$ cat src/rtl/axicb_slv_switch.sv
// axicb_slv_switch: AXI slave-side switch. It routes one master port to four slaves
// by address decode and answers unmapped addresses with DECERR.
//
// Ports
//   aclk, aresetn                  clock and synchronous active-low reset
//   i_aw*/i_w*/i_b*/i_ar*/i_r*     master-facing AXI channels
//   o_aw*/o_w*/o_ar*               per-slave request valids and readies; payloads go to all slaves
//   o_b*/o_r*                      per-slave response channels; payloads are packed 4-wide
//
// Routing
//   Write data follows a FIFO of AW targets. The W beats of an AW go out from the cycle
//   after that AW is accepted. Target index 4 means an unmapped address (DECERR).
//   B and R return round-robin over 4 slaves plus the DECERR source. R stays locked to
//   one source until the rlast handshake, so bursts never interleave.
module axicb_slv_switch #(
  parameter int AXI_ADDR_W = 16,
  parameter int AXI_ID_W   = 8,
  parameter int AXI_DATA_W = 8,
  parameter logic [AXI_ADDR_W-1:0] SLV0_START_ADDR = 'h0000,
  parameter logic [AXI_ADDR_W-1:0] SLV0_END_ADDR   = 'h0FFF,
  parameter logic [AXI_ADDR_W-1:0] SLV1_START_ADDR = 'h1000,
  parameter logic [AXI_ADDR_W-1:0] SLV1_END_ADDR   = 'h1FFF,
  parameter logic [AXI_ADDR_W-1:0] SLV2_START_ADDR = 'h2000,
  parameter logic [AXI_ADDR_W-1:0] SLV2_END_ADDR   = 'h2FFF,
  parameter logic [AXI_ADDR_W-1:0] SLV3_START_ADDR = 'h3000,
  parameter logic [AXI_ADDR_W-1:0] SLV3_END_ADDR   = 'h3FFF,
  parameter int WFIFO_DEPTH = 8,
  parameter int AWCH_W = 8,
  parameter int WCH_W  = 8,
  parameter int BCH_W  = 8,
  parameter int ARCH_W = 8,
  parameter int RCH_W  = 8
) (
  input  logic                aclk,
  input  logic                aresetn,
  input  logic                i_awvalid,
  output logic                i_awready,
  input  logic [AWCH_W-1:0]   i_awch,
  input  logic                i_wvalid,
  output logic                i_wready,
  input  logic                i_wlast,
  input  logic [WCH_W-1:0]    i_wch,
  output logic                i_bvalid,
  input  logic                i_bready,
  output logic [BCH_W-1:0]    i_bch,
  input  logic                i_arvalid,
  output logic                i_arready,
  input  logic [ARCH_W-1:0]   i_arch,
  output logic                i_rvalid,
  input  logic                i_rready,
  output logic                i_rlast,
  output logic [RCH_W-1:0]    i_rch,
  output logic [3:0]          o_awvalid,
  input  logic [3:0]          o_awready,
  output logic [AWCH_W-1:0]   o_awch,
  output logic [3:0]          o_wvalid,
  input  logic [3:0]          o_wready,
  output logic                o_wlast,
  output logic [WCH_W-1:0]    o_wch,
  input  logic [3:0]          o_bvalid,
  output logic [3:0]          o_bready,
  input  logic [4*BCH_W-1:0]  o_bch,
  output logic [3:0]          o_arvalid,
  input  logic [3:0]          o_arready,
  output logic [ARCH_W-1:0]   o_arch,
  input  logic [3:0]          o_rvalid,
  output logic [3:0]          o_rready,
  input  logic [3:0]          o_rlast,
  input  logic [4*RCH_W-1:0]  o_rch
);

  localparam int PW    = $clog2(WFIFO_DEPTH);
  localparam int AWF_W = AXI_ADDR_W + AXI_ID_W;      // AW fields used here: ADDR, ID
  localparam int ARF_W = AXI_ADDR_W + AXI_ID_W + 8;  // AR fields used here: ADDR, ID, LEN
  localparam logic [2:0] DECERR = 3'd4;
  localparam logic [AXI_ADDR_W-1:0] SLV_START [4] =
    '{SLV0_START_ADDR, SLV1_START_ADDR, SLV2_START_ADDR, SLV3_START_ADDR};
  localparam logic [AXI_ADDR_W-1:0] SLV_END [4] =
    '{SLV0_END_ADDR, SLV1_END_ADDR, SLV2_END_ADDR, SLV3_END_ADDR};

  typedef enum logic {RD_IDLE, RD_RESP} rd_state_t;

  // The unsigned offset test covers start <= addr <= end in a single compare.
  // Slaves are scanned from highest to lowest, so the lowest matching k wins.
  function automatic logic [2:0] decode(input logic [AXI_ADDR_W-1:0] addr);
    decode = DECERR;
    for (int k = 3; k >= 0; k--)
      if ((addr - SLV_START[k]) <= (SLV_END[k] - SLV_START[k])) decode = 3'(k);
  endfunction

  // Return the first requester at or after ptr. The scan wraps over the 5 sources.
  function automatic logic [2:0] rr_pick(input logic [4:0] req, input logic [2:0] ptr);
    logic [3:0] s;
    rr_pick = ptr;
    for (int i = 4; i >= 0; i--) begin
      s = {1'b0, ptr} + 4'(i);
      if (s >= 4'd5) s = s - 4'd5;
      if (req[s[2:0]]) rr_pick = s[2:0];
    end
  endfunction

  function automatic logic [2:0] next_src(input logic [2:0] sel);
    return (sel == DECERR) ? 3'd0 : sel + 3'd1;
  endfunction

  // Channel field extraction. The payload is zero-extended if it is narrower than the fields.
  logic [AWF_W-1:0] aw_f;
  logic [ARF_W-1:0] ar_f;
  logic [2:0]       aw_tgt, ar_tgt;
  assign aw_f   = AWF_W'(i_awch);
  assign ar_f   = ARF_W'(i_arch);
  assign aw_tgt = decode(aw_f[AXI_ADDR_W-1:0]);
  assign ar_tgt = decode(ar_f[AXI_ADDR_W-1:0]);

  // W routing FIFO
  logic [2:0]    wfifo [WFIFO_DEPTH];
  logic [PW-1:0] wr_ptr, rd_ptr;
  logic [PW:0]   w_count;
  logic          wfifo_full, wfifo_empty, aw_ok, aw_push, w_pop;
  logic [2:0]    w_head;
  logic          wdec_busy, wb_pending;
  logic [AXI_ID_W-1:0] wb_id;

  assign wfifo_full  = (w_count == (PW+1)'(WFIFO_DEPTH));
  assign wfifo_empty = (w_count == '0);
  assign w_head      = wfifo[rd_ptr];
  assign aw_ok       = aresetn & ~wfifo_full & ~((aw_tgt == DECERR) & wdec_busy);
  assign i_awready   = aw_ok & ((aw_tgt == DECERR) | o_awready[aw_tgt[1:0]]);
  assign aw_push     = i_awvalid & i_awready;
  assign i_wready    = aresetn & ~wfifo_empty & ((w_head == DECERR) | o_wready[w_head[1:0]]);
  assign w_pop       = i_wvalid & i_wready & i_wlast;

  assign o_awch  = i_awch;
  assign o_arch  = i_arch;
  assign o_wch   = i_wch;
  assign o_wlast = i_wlast;

  // B return
  logic [4:0] b_req;
  logic [2:0] b_ptr, b_sel;
  logic       b_hs;
  logic [BCH_W-1:0] b_slv [4];
  assign b_req    = {wb_pending, o_bvalid};
  assign b_sel    = rr_pick(b_req, b_ptr);
  assign i_bvalid = aresetn & (|b_req);
  assign i_bch    = (b_sel == DECERR) ? BCH_W'({2'b11, wb_id}) : b_slv[b_sel[1:0]];
  assign b_hs     = i_bvalid & i_bready;

  // Read DECERR engine and R return
  rd_state_t rd_state, rd_next;
  logic [AXI_ID_W-1:0] rd_id;
  logic [7:0]          rd_len;
  logic [8:0]          rd_cnt;
  logic                rdec_last, rdec_hs, ar_dec_hs;
  logic [4:0]          r_req;
  logic [2:0]          r_ptr, r_sel, r_lock_idx;
  logic                r_locked, r_any, r_hs;
  logic [RCH_W-1:0]    r_slv [4];

  assign i_arready = aresetn & ((ar_tgt == DECERR) ? (rd_state == RD_IDLE) : o_arready[ar_tgt[1:0]]);
  assign ar_dec_hs = i_arvalid & i_arready & (ar_tgt == DECERR);
  assign rdec_last = (rd_cnt == {1'b0, rd_len});
  assign r_req     = {rd_state == RD_RESP, o_rvalid};
  assign r_sel     = r_locked ? r_lock_idx : rr_pick(r_req, r_ptr);
  assign r_any     = r_locked ? r_req[r_lock_idx] : (|r_req);
  assign i_rvalid  = aresetn & r_any;
  assign i_rlast   = (r_sel == DECERR) ? rdec_last : o_rlast[r_sel[1:0]];
  assign i_rch     = (r_sel == DECERR) ? RCH_W'({{AXI_DATA_W{1'b0}}, 2'b11, rd_id})
                                       : r_slv[r_sel[1:0]];
  assign r_hs      = i_rvalid & i_rready;
  assign rdec_hs   = r_hs & (r_sel == DECERR);

  // NOTE: every combinational output gets a default before the loop, so none can hold a value (no latch).
  always_comb begin
    o_awvalid = '0;
    o_wvalid  = '0;
    o_arvalid = '0;
    o_bready  = '0;
    o_rready  = '0;
    for (int k = 0; k < 4; k++) begin
      b_slv[k]     = o_bch[k*BCH_W +: BCH_W];
      r_slv[k]     = o_rch[k*RCH_W +: RCH_W];
      o_awvalid[k] = i_awvalid & aw_ok & (aw_tgt == 3'(k));
      o_wvalid[k]  = aresetn & i_wvalid & ~wfifo_empty & (w_head == 3'(k));
      o_arvalid[k] = aresetn & i_arvalid & (ar_tgt == 3'(k));
      o_bready[k]  = i_bvalid & i_bready & (b_sel == 3'(k));
      o_rready[k]  = i_rvalid & i_rready & (r_sel == 3'(k));
    end
  end

  always_comb begin
    rd_next = rd_state;
    case (rd_state)
      RD_IDLE: if (ar_dec_hs)             rd_next = RD_RESP;
      RD_RESP: if (rdec_hs && rdec_last)  rd_next = RD_IDLE;
      default:                            rd_next = RD_IDLE;
    endcase
  end

  // NOTE: the FIFO storage has no reset. The count and pointers are reset, so stale entries are never read.
  always_ff @(posedge aclk) begin
    if (aw_push) wfifo[wr_ptr] <= aw_tgt;
  end

  // NOTE: sequential state uses non-blocking assignments only. All registers then update together at the edge.
  always_ff @(posedge aclk) begin
    if (!aresetn) begin
      wr_ptr     <= '0;
      rd_ptr     <= '0;
      w_count    <= '0;
      wdec_busy  <= 1'b0;
      wb_pending <= 1'b0;
      wb_id      <= '0;
      b_ptr      <= '0;
      r_ptr      <= '0;
      r_locked   <= 1'b0;
      r_lock_idx <= '0;
      rd_state   <= RD_IDLE;
      rd_id      <= '0;
      rd_len     <= '0;
      rd_cnt     <= '0;
    end else begin
      rd_state <= rd_next;
      if (aw_push) wr_ptr <= wr_ptr + PW'(1);
      if (w_pop)   rd_ptr <= rd_ptr + PW'(1);
      case ({aw_push, w_pop})
        2'b10:   w_count <= w_count + (PW+1)'(1);
        2'b01:   w_count <= w_count - (PW+1)'(1);
        default: ;
      endcase
      if (aw_push && aw_tgt == DECERR) begin
        wdec_busy <= 1'b1;
        wb_id     <= aw_f[AXI_ADDR_W +: AXI_ID_W];
      end
      if (w_pop && w_head == DECERR) wb_pending <= 1'b1;
      if (b_hs) begin
        b_ptr <= next_src(b_sel);
        if (b_sel == DECERR) begin
          wb_pending <= 1'b0;
          wdec_busy  <= 1'b0;
        end
      end
      if (ar_dec_hs) begin
        rd_id  <= ar_f[AXI_ADDR_W +: AXI_ID_W];
        rd_len <= ar_f[AXI_ADDR_W+AXI_ID_W +: 8];
        rd_cnt <= '0;
      end else if (rdec_hs) begin
        rd_cnt <= rd_cnt + 9'd1;
      end
      if (r_hs) begin
        if (i_rlast) begin
          r_locked <= 1'b0;
          r_ptr    <= next_src(r_sel);
        end else begin
          r_locked   <= 1'b1;
          r_lock_idx <= r_sel;
        end
      end
    end
  end

endmodule
$ cat config.mk
export PLATFORM = sky130hd
export DESIGN_NAME = axicb_slv_switch
export DESIGN_NICKNAME = d
export VERILOG_FILES = /design/src/rtl/axicb_slv_switch.sv
export SDC_FILE = /design/constraint.sdc
export NUM_CORES = 1
export LEC_CHECK = 0
export CAP_MARGIN = 20
export CORE_ASPECT_RATIO = 1.75
export CORE_MARGIN = 1
export CORE_UTILIZATION = 40
export CTS_CLUSTER_SIZE = 16
export DETAILED_ROUTE_END_ITERATION = 12
export PLACE_DENSITY = 0.8
export SLEW_MARGIN = 20
export SYNTH_ARGS = -nofsm -noshare
export SYNTH_HDL_FRONTEND = slang
export SYNTH_SLANG_ARGS = --single-unit
$ cat constraint.sdc
create_clock -name aclk -period 4.3 [get_ports aclk]
set_input_delay 0.645 -clock aclk [delete_from_list [all_inputs] [get_ports aclk]]
set_output_delay 0.645 -clock aclk [all_outputs]
set_load 0.005 [all_outputs]
After elaboration in Yosys (flattened, before gate mapping)
Memory sizes are Yosys's and may differ from the RTL's. A register that Yosys moved wholly into a read port is not among the register bits.
Index checks and enable logic that the tools add are counted.
{ "classes": {"add_sub_neg": 31, "magnitude_cmp": 35, "n_eq_ne": 23, "n_mux": 87, "bitwise_logic": 51, "reduce_logical": 16} }
{ "op_table": {"columns": ["op", "n"], "rows": [
  ["$mux 3", 33],
  ["$le 16x12->1 const B", 6],
  ["$sub 8x14->15 const B", 4],
  ["$mux 8", 6],
  ["$lt 3x4->1 const B", 11],
  ["$and 1x1->1", 41],
  ["$bmux 1 s3", 11],
  ["$bmux 8 s2", 2],
  ["$ge 4x3->1 const B", 8],
  ["$eq 3x2->1 const B", 10],
  ["$sub 3x3->3 const B", 10],
  ["$mux 1", 29],
  ["$sub 8x13->14 const B", 2],
  ["$le 8x12->1 const B", 2],
  ["$add 3x2->4 const B", 4],
  ["$eq 3x1->1 const B", 5],
  ["$eq 3x3->1 const B", 5],
  ["$logic_not 3->1", 5],
  ["$add 3x1->3 const B", 4],
  ["$ge 3x3->1 const B", 4],
  ["$lt 2x3->1 const B", 4],
  ["$reduce_or 5->1", 2],
  ["$add 9x1->9 const B", 1],
  ["$logic_not 9->1", 1],
  ["18 further kinds", 33]
]} }
{ "word_totals": {"reg_bits": 32, "ramBits": 24, "inputBits": 120, "output_inout_bits": 67, "memories": 1} }
{ "mem_list": {"columns": ["memory", "depth", "word_bits", "rd", "rd_clocked_by_memory_dff", "write_ports", "line", "source"], "rows": [
  ["wfifo", 8, 3, 1, 1, 1, "116", "logic [2:0] wfifo [WFIFO_DEPTH];"]
]} }

Depth between registers and ports, before layout
Gate-level depths: netlist of the first run.
{ "depth": {"depth_word": 16, "ltp_mapped": 22, "ltp_nobuf": 18} }

Least setup slack after synthesis of the first run
OpenSTA, ideal clock, no wires.
{ "synth_path": {"path_type": "reg-to-output", "from": "reg b_ptr[0]", "to": "out i_bch[0]", "t_arrival_ps": 3869, "path_slack_ps": -214, "path_stages_with_launch": 22, "path_buffers": 4, "cell_sequence": "dfxtp_1 > buf_2 > clkinv_1 > ha_1 > ha_1 > inv_1 > a21o_1 > xnor2_1 > mux4_2 > nand2_1 > nand2_1 > a21oi_1 > a21oi_1 > a22o_1 > buf_2 > buf_2 > ha_1 > inv_1 > nor2_1 > or2_1 > buf_2 > o22ai_1"} }
{ "synth_between": {"elab_chain_len": 15, "elab_cells_between_ends": 40, "classes_between": "add/sub (9); order compare (5); eq/ne (1); mux (24); bitwise (1)"} }
{ "synth_rtl": {"columns": ["element", "line", "source"], "rows": [
  ["start: declaration", "140", "logic [2:0] b_ptr, b_sel;"],
  ["start signal: assignment", "237", "b_ptr <= next_src(b_sel);"],
  ["$add 3x3->4", "96", "s = {1'b0, ptr} + 4'(i);"],
  ["$ge 4x3->1 / $sub 3x3->3 (equally long branches)", "97", "if (s >= 4'd5) s = s - 4'd5;"],
  ["$mux 3", "97", null],
  ["$bmux 1 s3", "98", "if (req[s[2:0]]) rr_pick = s[2:0];"],
  ["$mux 1 (not written as such)", "98", null],
  ["$mux 3 (4 in a row)", "98", null],
  ["$mux 3 (*)", "98", null],
  ["$not 2->3 (not written as such)", "146", "assign i_bch = (b_sel == DECERR) ? BCH_W'({2'b11, wb_id}) : b_slv[b_sel[1:0]];"],
  ["$bmux 8 s2", "146", null],
  ["$mux 8 (not written as such) (2 in a row)", "146", null],
  ["$mux 8 (*)", "146", null],
  ["end: declaration", "45", "output logic [BCH_W-1:0] i_bch,"]
]} }
Mark *: on every way between the ends. The rest lies on a longest branch, timed or not. The select of a mux whose other input is x is not followed.

Final worst setup path of the first run
{ "layout_path": {"from": "reg b_ptr[0]", "to": "out i_bch[1]"} }
The elaborated chain is that of the path after synthesis.

==> impl_metrics.tcl, run 1 <==
set metrics [dict create \
    drive_gt1_share_pct 38.4 \
    ys_seq_area_share_pct 11.3 \
    firstDrtPassIters 5 \
    numClockSinks 24 \
    worst_pin_slew_ps 587 \
    endpoint_kind "output pin" \
    grt_usage_pct 30.7 \
    drv_cap 0 \
    max_slew_margin_pct 60.7 \
    fp.dieArea_um2 11100 \
    cts_tree "done" \
    wl_per_cell_um 19.9 \
    hold_buffers 0 \
    final_core_util_pct 70.8 \
    finalHoldWorstSlack_ps 561 \
    critPathTopFamily "compound AO/OA/AOI/OAI gates" \
    period_minus_slack_ps 4430 \
    drc_errors 0 \
    critPathBufInv 7 \
    critPathRequiredTime_ps 3650 \
    wl_um 18600 \
    grt_pass1_vias 5690 \
    async_flop_share_pct 0 \
    crit_type "reg2out" \
    grt_max_degree 20 \
    num_antenna_cells 0 \
    drt_iter0_drc 341 \
    numCtsBuffers 3 \
    fin_skew_ps 3.64 \
    violations "negative setup slack" \
    clk_pin_slew_ps 60 \
    overflow 0 \
    ys_seq_elements 24 \
    synth_flop_cell "dfxtp_1" \
    synthCells 576 \
    rsz0062_at_grt "yes" \
    num-fill-cells 737 \
    timing.final.crit_share_pct 103 \
    leakagePower_nw 3.19 \
    antenna_found_initial 1 \
    fin_ws_ps -129 \
    core-area_um2 10300 \
    timing.final.hold_violations 0 \
    crit_fanout 7 \
    path_cells "clkinv_4 -> ha_4 -> buf_4 -> and3b_1 -> o31ai_2 -> xor2_1 -> a21oi_1 -> and2_4 -> a311oi_2 -> a31oi_1 -> a221o_1 -> inv_2 -> ha_4 -> inv_4 -> o21ai_4 -> buf_6 -> buf_4 -> o22ai_4 -> buf_2" \
    cts_root_buf "clkbuf_16" \
    outcome "complete, but fails checks" \
    viasPerCell 6.12 \
    peakVddDrop_mv 0.662 \
    critPathLaunchType "flop" \
    synth-edff-count 0 \
    finalSetupViolations 18 \
    clk_latency_ps 260 \
    drv_slew 0 \
    timing.fmax_mhz 226 \
    cts_buffer_depth 2 \
    dp_hpwl_um 12100 \
    synth.distinct_cells 78 \
    syn_area_per_cell_um2 7.40 \
    rows 49 \
    ant_nets 0 \
    nNetsFinal 960 \
    power_density_nw_per_um2 932 \
    worstPathArrival_ps 3780 \
    slowest_stage "dfxtp_4" \
    num_vias 5712 \
    h-tree-depth 1 \
    chipWidth_um 80.0 \
    die_h_um 139 \
    io_buffers 120 \
    grt_pass1_wl_um 26900 \
    slowest_delay_ps 400 \
    start_util_pct 41.4 \
    finalWeightedCongestion 1.01 \
    min_path_type "reg2reg" \
    syn2layout_area_growth_pct 71.1 \
    yosys_warnings 0 \
    io_pins 187 \
    syn_area_um2 4260 \
]
[path summary, 6_finish.rpt]
check | end | slack [ps] | startpoint | depth (start not counted)
worst max-delay path | i_bch[1] | -130 | b_ptr[0] | 19
worst min-delay path | w_count[3] | 560 | w_count[3] | 2
worst max register to register | r_lock_idx[2] | 210 | r_ptr[1] | 19
worst min register to register | w_count[3] | 560 | w_count[3] | 2
[worst register-to-register path, stage by stage, from the launching register on]
cell      delay, ps
dfxtp_4         410
inv_4            60
buf_6           140
ha_4            170
buf_6           120
a211oi_4        250
mux2i_1         130
mux2_4          270
o31a_1          360
a211o_1         250
a32o_2          250
a31oi_4         210
buf_6           150
buf_6           120
mux2i_4         240
o22ai_2         110
buf_4           150
buf_4           140
nor2_1          260
o221a_1         240
[sequential cells by signal, summed over array words and instances, names as in the netlist]
signal      flops
w_count         4
b_ptr           3
r_lock_idx      3
r_ptr           3
rd_state        1
rd_cnt          9
r_locked        1
[metal layers]
metal  routed length [um]  part of all wire [%]  up-vias  GRT usage (%)
met4                 1690                   9.1        0           22.1
met2                 9810                    53      360           57.7
li1                     -                     -     2530              -
met3                 1260                   6.8      159           6.93
met1                 5860                    32     2663           27.4
met5                    0                     0        -              0
[layout make-up]
type | instances | area (um2) | area share (%)
clock buffer | 3 | 75.1 | 1.03
tap | 127 | 159 | 2.18
multi-input combinational | 468 | 3940 | 54.1
inverter | 26 | 119 | 1.63
timing repair buffer | 285 | 2460 | 33.8
sequential | 24 | 498 | 6.83
clock inverter | 1 | 30.0 | 0.412
[through the flow]
| step | setup slack, ps | area (um2) | TNS, ps | power (W) | std cells |
|---|---|---|---|---|---|
| floorplan | 8.42 | 4300 | 0 | 0.00284 | 584 |
| global placement | -338 | 6240 | -5470 | 0.00485 | 896 |
| detailed placement | -412 | 6240 | -7920 | 0.00497 | 896 |
| CTS | -143 | 6920 | -1150 | 0.00594 | 921 |
| global route | -289 | 7290 | -4620 | 0.00716 | 934 |
| finish | -129 | 7290 | -1100 | 0.00679 | 934 |
[Yosys cell counts (4+ instances only)]
cell      instances  area (um2)
and3_1            9        56.3
a31oi_1           5        31.3
nor2_1           38         143
mux2_2            7        78.8
a221o_1           9        90.1
inv_1            25        93.8
ha_1             29         363
a211oi_1          7        52.6
o31ai_1           4        30.0
a211o_1           5        43.8
nor4_1            4        25.0
mux2i_1          36         360
xnor2_1          15         131
and2_1           23         144
nor2b_1          13        81.3
nand2b_1         11        68.8
a21oi_1          40         200
nand3_1          17        85.1
a22o_1            4        35.0
a21o_1            8        60.1
clkbuf_1         16        60.1
buf_2            13        65.1
buf_4            35         263
nand4_1           6        37.5
o21ai_0          18        90.1
o211ai_1          4        30.0
nor3_1           13        65.1
o22ai_1          11        68.8
xor2_1            4        35.0
dfxtp_1          24         480
nand2_1          51         191
[power by group]
part | switching (W) | internal, W
clock network | 0.0000840 | 0.000185
logic | 0.00300 | 0.00320
registers | 0.0000663 | 0.000263
[layout by cell type (no fill, tap or decap), drive strengths merged, types with 4 or more instances in the layout]
| cell | Yosys | routed |
|---|---|---|
| a31oi | 6 | 6 |
| mux2 | 7 | 7 |
| and2 | 25 | 25 |
| nor2 | 38 | 38 |
| a221o | 9 | 9 |
| o22ai | 12 | 12 |
| a22o | 4 | 4 |
| o31ai | 4 | 4 |
| and3 | 9 | 9 |
| nor3 | 13 | 13 |
| clkdlybuf4s50 | 0 | 94 |
| a21boi | 4 | 4 |
| nand3 | 17 | 17 |
| o211ai | 4 | 4 |
| dfxtp | 24 | 24 |
| xnor2 | 15 | 15 |
| nand2b | 11 | 11 |
| conb | 1 | 9 |
| a21oi | 40 | 40 |
| a21o | 8 | 8 |
| nor2b | 13 | 13 |
| nand2 | 51 | 51 |
| clkbuf | 16 | 13 |
| nand4 | 6 | 6 |
| o21ai | 20 | 20 |
| xor2 | 4 | 4 |
| a211oi | 8 | 8 |
| a211o | 5 | 5 |
| buf | 50 | 176 |
| nor4 | 4 | 4 |
| inv | 25 | 24 |
| mux2i | 36 | 36 |
| ha | 29 | 29 |
[timing repair]
item                                   CTS  global route
gates resized for setup                161            97
pin swaps                               32            44
buffers inserted                        22            15
endpoints found under the hold margin    0             0
setup endpoints to repair               25            25
[logic make-up (layout without fill, tap and decap cells)]
logic type               count (synthesis)  in the layout  synth area share (%)
XOR/XNOR                                19             19                  3.91
adder cells (fa/ha/maj)                 32             32                  9.93
AND/OR/NAND/NOR                        202            202                  24.3
multiplexers                            45             45                  11.4
buffers and inverters                   92            315                  11.7
flip-flops                              24             24                  11.3
other                                    1              9                0.0880
AO/OA/AOI/OAI                          161            161                  27.4
No activity file was read; power rests on OpenSTA's default activity.
==> run 2: changes to the inputs <==
--- a/config.mk
+++ b/config.mk
@@ -11,8 +11,8 @@
 export CORE_UTILIZATION = 40
 export CTS_CLUSTER_SIZE = 16
 export DETAILED_ROUTE_END_ITERATION = 12
+export MAX_ROUTING_LAYER = met4
 export PLACE_DENSITY = 0.8
-export SLEW_MARGIN = 20
 export SYNTH_ARGS = -nofsm -noshare
 export SYNTH_HDL_FRONTEND = slang
 export SYNTH_SLANG_ARGS = --single-unit
==> run 2 against run 1 <==
Net effect:
- the run still ends with negative setup slack left
- clock power fell by 17%
- total power rose by 4.5%
- routed wire length rose by 8.4%
- first-iteration DRC count rose by 54%
- register-to-register slack barely moved
- clock-buffer cell count rose by 1
- clock skew fell by 0.78 ps
- critical path depth did not move
- final cell count rose by 1.1%
- non-clock buffer count rose by 7
- worst setup slack got worse by 82 ps
- global-route usage rose by 2.0 points
- largest power group unchanged
- highest routed layer unchanged
==> impl_metrics.tcl, run 2 (same netlist as run 1, synthesis figures left out) <==
set metrics [dict create \
    cts_buffer_depth 2 \
    power_density_nw_per_um2 945 \
    worst_pin_slew_ps 687 \
    max_slew_margin_pct 54.1 \
    grt_pass1_vias 5685 \
    violations "negative setup slack" \
    final_cell_mix "143 x buf_4, 92 x clkdlybuf4s50_1, 38 x nand2_1, 32 x nor2_1, 28 x mux2i_1" \
    fp.dieArea_um2 11100 \
    core-area_um2 10300 \
    hold_buffers 0 \
    clk_latency_ps 260 \
    finalWeightedCongestion 1.02 \
    fin_skew_ps 2.86 \
    firstDrtPassIters 5 \
    peakVddDrop_mv 0.868 \
    rsz0062_at_grt "yes" \
    rows 49 \
    worstHoldEndpoint "w_count[3]" \
    place_area_um2 6200 \
    viasPerCell 6.24 \
    num-fill-cells 658 \
    numClockSinks 24 \
    chipWidth_um 80.0 \
    fin_ws_ps -210 \
    dp_hpwl_um 12400 \
    die_h_um 139 \
    r2r_slack_ps 200 \
    antenna_found_initial 1 \
    outcome "complete, but fails checks" \
    drt_iter0_drc 526 \
    cts_root_buf "clkbuf_16" \
    reg2regPathDepth 20 \
    period_minus_slack_ps 4510 \
    io_buffers 120 \
    fin_tns_setup_ps -1880 \
    overflow 0 \
    endpoint_kind "output pin" \
    drc_errors 0 \
    num_vias 5895 \
    r2r-start "r_ptr[1]" \
    r2r_end "rd_cnt[7]" \
    final_area_um2 7510 \
    worstPathArrival_ps 3870 \
    critPathLaunchType "flop" \
    whs_path_depth 2 \
    finalSetupViolations 19 \
    syn2layout_area_growth_pct 76.2 \
    timing.final.hold_violations 0 \
    finalHoldWorstSlack_ps 536 \
    wl_per_cell_um 21.4 \
    grt_max_degree 24 \
    numCtsBuffers 3 \
    grt_pass1_wl_um 27800 \
    multi_input_area_um2 4120 \
    h-tree-depth 1 \
    layout_commonest_cell "buf_4" \
    timing.final.crit_share_pct 105 \
    largest_reg_flops 9 \
    top_regs "rd_cnt: 9 flops, w_count: 4 flops" \
    cts_tree "done" \
    io_pins 187 \
    grt_usage_pct 32.7 \
    ant_nets 0 \
    drv_cap 0 \
    crit_fanout 13 \
    critPathRequiredTime_ps 3650 \
    nNetsFinal 969 \
    wl_um 20200 \
    power_w 0.00710 \
    crit_type "reg2out" \
    drv_slew 0 \
    seq_area_um2 498 \
    min_path_type "reg2reg" \
    timing.fmax_mhz 222 \
    hold_path_startpoint "w_count[3]" \
    leakagePower_nw 3.24 \
    start_util_pct 41.4 \
    drive_gt1_share_pct 42.2 \
    largest_register "rd_cnt" \
    clk_pin_slew_ps 60 \
]
run 2: cell count changes in the layout (fill, tap and decap cells not counted), moves of 3 or more:
cell      before  now
buf_6         20   26
nand2_2        0    8
clkbuf_2      10    4
a21oi_1       33   25
mux2i_2        1    4
nand2_1       48   38
buf_2         10   16
a21oi_2        7   15
mux2i_1       32   28
run 2: layout make-up:
class,count,share of cell area (%)
clock buffer,4,1.18
sequential,24,6.63
tap,127,2.12
inverter,26,1.50
timing repair buffer,292,33.7
antenna,1,0.0333
multi-input combinational,470,54.8
run 2: how the worst max path moves through the flow:
| stage | start | slack, ps | endpoint | depth (start not counted) |
|---|---|---|---|---|
| floorplan | b_ptr[0] | 8 | i_bch[0] | 21 |
| global placement | o_rvalid[2] | -350 | i_rch[6] | 13 |
| detailed placement | r_ptr[1] | -460 | i_rch[6] | 15 |
| CTS | b_ptr[1] | -80 | i_bch[7] | 18 |
| global route | b_ptr[0] | -340 | i_bch[7] | 19 |
| finish | b_ptr[0] | -210 | i_bch[7] | 19 |
run 2: power by group:
part	switching [W]	internal (W)	leakage (nW)
Clock	0.0000813	0.000142	0.0442
Combinational	0.00321	0.00334	3.00
Sequential	0.0000637	0.000262	0.198
Total	0.00336	0.00374	3.24
run 2: critical path, stage by stage (launching register included):
cell and delay [ps]:
dfxtp_4 400, buf_4 170, buf_6 200, ha_1 210
nand2b_1 80, a21oi_1 170, buf_4 170, mux2i_1 220
o22ai_1 140, nor2_1 250, o2bb2ai_2 160, xnor2_1 160
a221o_1 280, inv_2 80, ha_4 180, inv_4 70
nor2_4 40, or2_4 300, o22ai_1 190, buf_2 150
run 2: routing by layer:
metal	track usage, %	vias to the layer above	part of all wire [%]
li1	-	2553	-
met1	27.9	2768	31
met2	58.3	403	54
met3	11.5	171	6.8
met4	21.0	0	8.2
met5	-	-	0
run 2: what timing repair did:
item | 4_1_cts | 5_1_grt
buffers inserted | 24 | 25
gates resized for setup | 182 | 132
pin swaps | 28 | 63
gates cloned | 2 | 1
setup endpoints to repair | 25 | 32
run 2: stage by stage:
| stage | setup WS, ps | cells | utilization (%) |
|---|---|---|---|
| floorplan | 8.42 | 584 | - |
| global placement | -352 | 890 | 60.2 |
| detailed placement | -461 | 890 | 60.2 |
| CTS | -82.8 | 919 | 67.0 |
| global route | -341 | 944 | 72.9 |
| finish | -210 | 944 | 72.9 |
==> run 3: changes to the inputs <==
--- a/config.mk
+++ b/config.mk
@@ -13,6 +13,7 @@
 export DETAILED_ROUTE_END_ITERATION = 12
 export MAX_ROUTING_LAYER = met4
 export PLACE_DENSITY = 0.8
+export SETUP_SLACK_MARGIN = 0.2
 export SYNTH_ARGS = -nofsm -noshare
 export SYNTH_HDL_FRONTEND = slang
 export SYNTH_SLANG_ARGS = --single-unit
==> run 3 against run 2 <==
Net effect:
- the flow still finishes with violations (negative setup slack)
- maximum frequency is 0.75% lower
- combinational power is 17% higher
- clock-buffer cell count is 1 lower
- critical path depth is 2 higher
- core utilization is 4.5 points higher
- clock skew is 3.2 ps higher
- hold slack worse by 20 ps
- non-clock buffer count is 6 higher
- critical endpoint is now o_bready[2]
==> impl_metrics.tcl, run 3 (same netlist as run 1, synthesis figures left out) <==
set metrics [dict create \
    top_regs "rd_cnt: 9 flops, w_count: 4 flops" \
    peakVddDrop_mv 0.720 \
    io_buffers 120 \
    num_vias 6005 \
    max_slew_margin_pct 62.6 \
    min_path_type "reg2reg" \
    dp_hpwl_um 12300 \
    grt_pass1_vias 6068 \
    rows 49 \
    final_core_util_pct 77.4 \
    clk_pin_slew_ps 60 \
    violations "negative setup slack" \
    endpoint_kind "output pin" \
    slowest_stage "dfxtp_4" \
    power_density_nw_per_um2 1040 \
    critPathBufInv 10 \
    timing.final.crit_share_pct 106 \
    power_switching_w 0.00389 \
    numCtsBuffers 3 \
    viasPerCell 6.34 \
    leakagePower_nw 3.35 \
    drc_errors 0 \
    antenna_found_initial 0 \
    critPathLaunchType "flop" \
    grt_usage_pct 35.3 \
    critPathRequiredTime_ps 3650 \
    crit_type "reg2out" \
    layout_commonest_cell "buf_4" \
    path_cells "buf_6 -> buf_6 -> ha_4 -> and3b_2 -> o31ai_4 -> xor2_2 -> a21oi_2 -> and2_4 -> nand3_1 -> a31oi_1 -> a221o_1 -> inv_2 -> buf_6 -> buf_6 -> buf_6 -> buf_6 -> buf_6 -> buf_6 -> ha_4 -> and2_4 -> buf_6" \
    syn2layout_area_growth_pct 87.0 \
    cts_tree "done" \
    overflow 0 \
    period_minus_slack_ps 4540 \
    nNetsFinal 973 \
    cts_root_buf "clkbuf_16" \
    critPathTopFamily "buffers and inverters" \
    cp_common_cell "buf_6" \
    h-tree-depth 1 \
    rsz0062_at_grt "yes" \
    grt_max_degree 23 \
    worstPathArrival_ps 3900 \
    drt_iter0_drc 492 \
    fin_ws_ps -244 \
    num_antenna_cells 0 \
    fin_tns_setup_ps -2680 \
    timing.final.hold_violations 0 \
    p_comb_share_pct 92.7 \
    crit_fanout 5 \
    chipWidth_um 80.0 \
    finalWeightedCongestion 1.01 \
    core-area_um2 10300 \
    final_cell_mix "133 x buf_4, 91 x clkdlybuf4s50_1, 39 x nand2_1, 38 x buf_6" \
    drive_gt1_share_pct 47.8 \
    seq_power_share_pct 4.0 \
    firstDrtPassIters 6 \
    outcome "complete, but fails checks" \
    wl_per_cell_um 23.1 \
    grt_pass1_wl_um 29700 \
    clk_latency_ps 270 \
    p_clk_share_pct 3.3 \
    timing.fmax_mhz 220 \
    io_pins 187 \
    drv_cap 0 \
    num-fill-cells 614 \
    numClockSinks 24 \
    cts_buffer_depth 2 \
    worst_pin_slew_ps 556 \
    start_util_pct 41.4 \
    fp.dieArea_um2 11100 \
    largest_register "rd_cnt" \
    internal_power_w 0.00441 \
    die_h_um 139 \
    dp_slack_ps -469 \
    ant_nets 0 \
    wl_um 21900 \
    largest_reg_flops 9 \
    fin_skew_ps 6.06 \
    netSwitchingFraction_pct 46.9 \
    slowest_delay_ps 370 \
    drv_slew 0 \
    finalSetupViolations 20 \
]
[run 3: cell count changes in the layout (fill, tap and decap cells not counted), sizes merged, moves of 2 or more]
cell,before,now
buf,189,202
clkbuf,8,4
dlymetal6s2s,3,0
inv,26,24
[run 3: per-stage QoR]
stage,hold slack [ps],std cells,area (um2),total power [W]
floorplan,474,584,4420,0.00302
global placement,497,882,6260,0.00501
detailed placement,519,882,6260,0.00517
CTS,527,932,7270,0.00672
global route,568,947,7970,0.00863
finish,517,947,7970,0.00829
[run 3: area by class of cell]
type	instances	area, um2	share of cell area, %
clock inverter	1	30.0	0.377
timing repair buffer	298	2680	33.6
tap	127	159	1.99
sequential	24	498	6.25
inverter	26	126	1.59
multi-input combinational	468	4400	55.2
clock buffer	3	75.1	0.942
[run 3: path summary, 6_finish.rpt]
kind,cells past startpoint,start,end,slack (ps)
setup / recovery,21,b_ptr[1],o_bready[2],-240
hold / removal,2,w_count[3],w_count[3],520
setup reg to reg,19,r_ptr[0],r_ptr[2],160
hold reg to reg,2,w_count[3],w_count[3],520
[run 3: worst min-delay path: cells and delay by family, from the launching register on]
family             cells  cell delay [ps]
AOI/OAI and AO/OA      2              140
DFF                    1              330
[run 3: power groups by stage]
| stage | logic (W) | clock network, W | registers [W] |
|---|---|---|---|
| final | 0.00769 | 0.000272 | 0.000336 |
| after CTS | 0.00613 | 0.000270 | 0.000322 |
| after global routing | 0.00801 | 0.000288 | 0.000335 |
| after floorplan | 0.00271 | 0 | 0.000303 |
| after global placement | 0.00470 | 0 | 0.000308 |
| after detailed placement | 0.00486 | 0 | 0.000312 |
[run 3: what timing repair did]
action | in CTS | in global routing
pin swaps | 75 | 61
cloned | 1 | 0
hold buffers | 0 | 0
setup buffers | 45 | 15
resized for setup | 253 | 131
endpoints found under the setup margin | 25 | 41
[run 3: layer usage]
| metal | vias up | part of all wire (%) | track usage (%) |
|---|---|---|---|
| li1 | 2551 | - | - |
| met1 | 2835 | 30 | 31.5 |
| met2 | 408 | 51 | 61.9 |
| met3 | 211 | 7.9 | 7.79 |
| met4 | 0 | 10 | 27.7 |
| met5 | - | 0 | - |
